[src/rtl/pipe_ctrl_pkg.sv]
// rtl/pipe_ctrl_pkg.sv - shared MDU latencies, Tuse encoding and hazard compare helper
package pipe_ctrl_pkg;

  localparam logic [3:0] MULT_CYCLES = 4'd5;
  localparam logic [3:0] DIV_CYCLES  = 4'd10;
  localparam logic [1:0] TUSE_NONE   = 2'd3;

  typedef logic [4:0] reg_idx_t;

  // $0 is hardwired, so it never creates a dependency
  function automatic logic raw_hazard(reg_idx_t src, logic [1:0] tuse,
                                      reg_idx_t wa, logic [1:0] tnew);
    return (src != 5'd0) && (src == wa) && (tuse != TUSE_NONE) && (tuse < tnew);
  endfunction

endpackage

[src/rtl/pipe_ctrl_mdu_timer.sv]
// rtl/pipe_ctrl_mdu_timer.sv - multiply/divide latency counter producing md_busy and md_done
module mdu_timer
  import pipe_ctrl_pkg::*;
(
  input  logic clk,
  input  logic reset,
  input  logic i_start,
  input  logic i_div,
  input  logic i_req,
  output logic o_md_busy,
  output logic o_md_done
);

  logic [3:0] r_cnt;
  logic       r_done;

  // A start while busy is ignored; a flushing req blocks only the load, never a running count
  always_ff @(posedge clk) begin
    if (reset) begin
      r_cnt  <= 4'd0;
      r_done <= 1'b0;
    end else begin
      r_done <= (r_cnt == 4'd1);
      if (r_cnt != 4'd0) begin
        r_cnt <= r_cnt - 4'd1;
      end else if (i_start && !i_req) begin
        r_cnt <= i_div ? DIV_CYCLES : MULT_CYCLES;
      end
    end
  end

  assign o_md_busy = (r_cnt != 4'd0);
  assign o_md_done = r_done;

endmodule

[src/rtl/pipe_ctrl.sv]
// rtl/pipe_ctrl.sv - pipeline hazard/stall/flush controller; MDU timing enabled by PIPE_CTRL_MDU_EN
module pipe_ctrl
  import pipe_ctrl_pkg::*;
(
  input  logic        clk,
  input  logic        reset,
  input  logic [4:0]  d_rs,
  input  logic [4:0]  d_rt,
  input  logic [1:0]  d_tuse_rs,
  input  logic [1:0]  d_tuse_rt,
  input  logic [4:0]  e_wa,
  input  logic [4:0]  m_wa,
  input  logic [1:0]  e_tnew,
  input  logic [1:0]  m_tnew,
  input  logic        d_md,
  input  logic        e_md_start,
  input  logic        e_md_div,
  input  logic        d_eret,
  input  logic        e_mtc0_epc,
  input  logic        m_mtc0_epc,
  input  logic        req,
  output logic        pc_en,
  output logic        fd_en,
  output logic        de_clr,
  output logic        em_clr,
  output logic        md_busy,
  output logic        md_done,
  output logic        stall,
  output logic [15:0] stall_cycles
);

  logic        w_data_stall;
  logic        w_eret_stall;
  logic        w_md_stall;
  logic [15:0] r_stall_cycles;

  assign w_data_stall = raw_hazard(d_rs, d_tuse_rs, e_wa, e_tnew)
                      | raw_hazard(d_rt, d_tuse_rt, e_wa, e_tnew)
                      | raw_hazard(d_rs, d_tuse_rs, m_wa, m_tnew)
                      | raw_hazard(d_rt, d_tuse_rt, m_wa, m_tnew);

  assign w_eret_stall = d_eret & (e_mtc0_epc | m_mtc0_epc);

`ifdef PIPE_CTRL_MDU_EN
  mdu_timer u_mdu_timer (
    .clk       (clk),
    .reset     (reset),
    .i_start   (e_md_start),
    .i_div     (e_md_div),
    .i_req     (req),
    .o_md_busy (md_busy),
    .o_md_done (md_done)
  );

  assign w_md_stall = d_md & (md_busy | e_md_start);
`else
  logic w_unused_md;

  assign w_unused_md = d_md ^ e_md_start ^ e_md_div;
  assign md_busy     = 1'b0;
  assign md_done     = 1'b0;
  assign w_md_stall  = 1'b0;
`endif

  // An exception flushes everything younger than M, so stalling would be pointless
  assign stall  = (w_data_stall | w_eret_stall | w_md_stall) & ~req;
  assign pc_en  = ~stall;
  assign fd_en  = ~stall;
  assign de_clr = stall | req;
  assign em_clr = req;

  always_ff @(posedge clk) begin
    if (reset) begin
      r_stall_cycles <= 16'd0;
    end else if (stall && (r_stall_cycles != 16'hFFFF)) begin
      r_stall_cycles <= r_stall_cycles + 16'd1;
    end
  end

  assign stall_cycles = r_stall_cycles;

endmodule

[config.mk]
export PLATFORM = sky130hd
export DESIGN_NAME = pipe_ctrl
export DESIGN_NICKNAME = d
export VERILOG_FILES = /design/src/rtl/pipe_ctrl_pkg.sv /design/src/rtl/pipe_ctrl_mdu_timer.sv /design/src/rtl/pipe_ctrl.sv
export SDC_FILE = /design/constraint.sdc
export NUM_CORES = 1
export LEC_CHECK = 0
export ABC_AREA = 1
export CAP_MARGIN = 25
export CORE_MARGIN = 5
export CORE_UTILIZATION = 25
export CTS_CLUSTER_DIAMETER = 80
export DETAILED_ROUTE_END_ITERATION = 8
export PLACE_DENSITY = 0.58
export SLEW_MARGIN = 20
export SYNTH_ARGS = -nofsm -noshare
export SYNTH_HDL_FRONTEND = slang
export SYNTH_HIERARCHICAL = 1
export SYNTH_SLANG_ARGS = --single-unit
[constraint.sdc]
create_clock -name clk -period 2.8 [get_ports clk]
set_input_delay 0.42 -clock clk [delete_from_list [all_inputs] [get_ports clk]]
set_output_delay 0.42 -clock clk [all_outputs]
set_load 0.05 [all_outputs]
==> impl_metrics.env <==
export IMPL_fin_util_pct=37.36
export IMPL_fillers=618
export IMPL_cts_made_buffers=3
export IMPL_combPwrFrac_pct=32.4
export IMPL_ctsResizeCount=0
export IMPL_synth_distinct_cells=30
export IMPL_worst_r2r_endpoint="stall_cycles[1]"
export IMPL_cts_tree="done"
export IMPL_rows=28
export IMPL_synth_area_per_cell_um2=6.147
export IMPL_rr_worst_depth=10
export IMPL_p_leak_nw=0.9574
export IMPL_first_pass_iters=4
export IMPL_die_w_um=88.88
export IMPL_ff_latch_area_um2=320.3
export IMPL_cp_max_fo=3
export IMPL_wl_um=4437
export IMPL_layoutNonFillerInstCount=381
export IMPL_cpPeakStageDelay_ns=0.45
export IMPL_ant_nets=0
export IMPL_worst_hold_path_endpoint="stall_cycles[15]"
export IMPL_nNetsFinal=349
export IMPL_max_slew_margin_pct=65.46
export IMPL_dpl_cell_count=377
export IMPL_multi_input_area_mm2=0.001044
export IMPL_synth_edff_count=0
export IMPL_synth_flop_cell="dfxtp_1"
export IMPL_grt_pass1_wl_um=7465
export IMPL_worstSetupPathType="primary input to output port"
export IMPL_core_area_mm2=0.005991
export IMPL_synth_cells=253
export IMPL_drive_gt1_share_pct=9.150
export IMPL_routabilityCongestion=0.8297
export IMPL_hold_viol=0
export IMPL_startpoint_type="primary input"
export IMPL_ys_warn_count=6
export IMPL_min_period_over_period_pct=91.71
export IMPL_intPower_uw=448.4
export IMPL_drt_initial_drc_count=77
export IMPL_crit_arrival_ns=2.15
export IMPL_min_path_type="flop to flop"
export IMPL_fin_crit_ns=2.568
export IMPL_status="complete, no violations"
export IMPL_wl_per_cell_um=11.65
export IMPL_antenna_found_initial=0
export IMPL_num_antenna_cells=0
export IMPL_rsz0062_at_grt="false"
export IMPL_area_growth_pct=43.93
export IMPL_min_from="stall_cycles[15]"
export IMPL_slew_violations=0
export IMPL_r2r_start="stall_cycles[0]"
export IMPL_crit_chain="clkdlybuf4s50_1, inv_1, ha_1, a21boi_0, nor2_1, nand3_1, nand2_1, nand2_1, nand3_2, nand2_2, inv_1, buf_4"
export IMPL_port_buffers=54
export IMPL_ios=60
export IMPL_cp_required_ns=2.38
export IMPL_final_setup_viol_count=0
export IMPL_grt_pass1_vias=1565
export IMPL_largest_reg_flops=16
export IMPL_final_cell_mix="nand2_1 (76), clkdlybuf4s50_1 (50), inv_1 (34), nor2_1 (26), nand4_1 (17)"
export IMPL_dpl_instance_area_mm2=0.002181
export IMPL_critPathSlowestCell="clkdlybuf4s50_1"
export IMPL_start_util_pct=25.96
export IMPL_clk_pin_slew_ns=0.07
export IMPL_final_common_cell="nand2_1"
export IMPL_p_switching_uw=204.9
export IMPL_drv_cap=0
export IMPL_die_height_um=88.88
export IMPL_viasPerCell=4.357
export IMPL_dieArea_mm2=0.007899
export IMPL_vias=1660
export IMPL_cts_buffer_depth=2
export IMPL_cts_root_buf="clkbuf_8"
export IMPL_whs_ns=0.4978
export IMPL_r2r_slack_ns=0.76
export IMPL_worst_pin_slew_ns=0.5165
export IMPL_grt_max_degree=18
export IMPL_sw_frac_of_total_pct=31.37
export IMPL_clockPowerShare_pct=31.8
export IMPL_grtUsageTotal_pct=11.81
export IMPL_worst_skew_pair_late_latency_ns=0.25
export IMPL_pwr_share_seq_pct=35.8
export IMPL_cts_max_level=1
export IMPL_peakVddDrop_uv=217.8
export IMPL_skew_ns=0.007014
export IMPL_cellPowerDensity_mw_per_mm2=291.9
export IMPL_async_flop_share_pct=0
export IMPL_fmax_mhz=389.4
export IMPL_cts_sinks=16
export IMPL_tns_ns=0
export IMPL_netlist_area_mm2=0.001555
export IMPL_yosysSeqAreaShare_pct=20.60
export IMPL_hold_buffers=0
export IMPL_synth_seq_cells=16
export IMPL_holdPathStages=2
export IMPL_cts_setup_buffers=0
export IMPL_dpl_hpwl_um=3686
export IMPL_gr_total_overflow=0
export IMPL_drc_errors=0
export IMPL_critPathCaptureType="output port"
export IMPL_finalInstanceArea_mm2=0.002238
synthesized netlist by cell type (4+ instances only):
| cell type | instances | area, µm² |
|---|---|---|
| xnor2_1 | 4 | 35.03 |
| nand2_1 | 77 | 289.0 |
| nand4_1 | 17 | 106.4 |
| nor2_1 | 26 | 97.59 |
| ha_1 | 5 | 62.56 |
| a21oi_1 | 6 | 30.03 |
| o21ai_0 | 6 | 30.03 |
| nor3_1 | 4 | 20.02 |
| buf_4 | 4 | 30.03 |
| xor2_1 | 11 | 96.34 |
| a21oi_2 | 8 | 70.07 |
| inv_1 | 34 | 127.6 |
| dfxtp_1 | 16 | 320.3 |
| nand3_1 | 14 | 70.07 |
cells by family (layout without fill, tap and decap cells):
family                   count (synthesis)  in the layout  share of synthesized area [%]
other                                    1              2                         0.2411
buffers and inverters                   45             97                          12.71
flip-flops                              16             16                          20.60
XOR/XNOR                                15             15                          8.447
adder cells (fa/ha/maj)                  5              5                          4.023
AND/OR/NAND/NOR                        146            146                          43.28
AO/OA/AOI/OAI                           25             25                          10.70
layer usage:
metal | up-vias | track usage (%) | share of wire [%]
met2 | 28 | 18.76 | 47
met1 | 721 | 17.13 | 49
met5 | - | 0 | 0
li1 | 909 | - | -
met3 | 2 | 1.676 | 3.5
met4 | 0 | 1.923 | 0.18
stage by stage:
step                      total power [mW]  worst slack [ns]
after global placement              0.4499            0.1603
after CTS                           0.6613            0.1403
after global routing                0.6937           0.06761
final                               0.6533            0.2321
after detailed placement            0.4516            0.1495
after floorplan                     0.3556            0.1437
power by group through the flow:
| stage | sequential [mW] | combinational (mW) | clock [mW] |
|---|---|---|---|
| after global routing | 0.235 | 0.235 | 0.224 |
| after detailed placement | 0.239 | 0.212 | 0 |
| after CTS | 0.234 | 0.213 | 0.214 |
| final | 0.234 | 0.212 | 0.207 |
| after floorplan | 0.247 | 0.108 | 0 |
| after global placement | 0.239 | 0.211 | 0 |
critical path: cells and delay by family:
family	cells	cell delay (ns)
AO/OA/AOI/OAI	1	0.19
buffers and inverters	4	0.74
AND/OR/NAND/NOR	6	0.53
adder cells (fa/ha/maj)	1	0.26
how the worst max path moves through the flow:
| stage | startpoint | endpoint | slack (ns) | cells past startpoint |
|---|---|---|---|---|
| floorplan | m_tnew[1] | stall | 0.14 | 11 |
| global placement | e_tnew[1] | stall | 0.16 | 12 |
| detailed placement | e_tnew[1] | stall | 0.15 | 12 |
| CTS | e_tnew[1] | stall | 0.14 | 12 |
| global route | m_tnew[1] | stall | 0.07 | 12 |
| finish | e_tnew[1] | stall | 0.23 | 12 |
area by class of cell:
cell class / count / area share, %
Tap cell: 75 / 4.192
Clock buffer: 4 / 2.459
Timing Repair Buffer: 57 / 26.38
Inverter: 36 / 6.037
Sequential cell: 16 / 14.31
Multi-Input combinational cell: 193 / 46.62
Power figures use the tool's default switching activity.
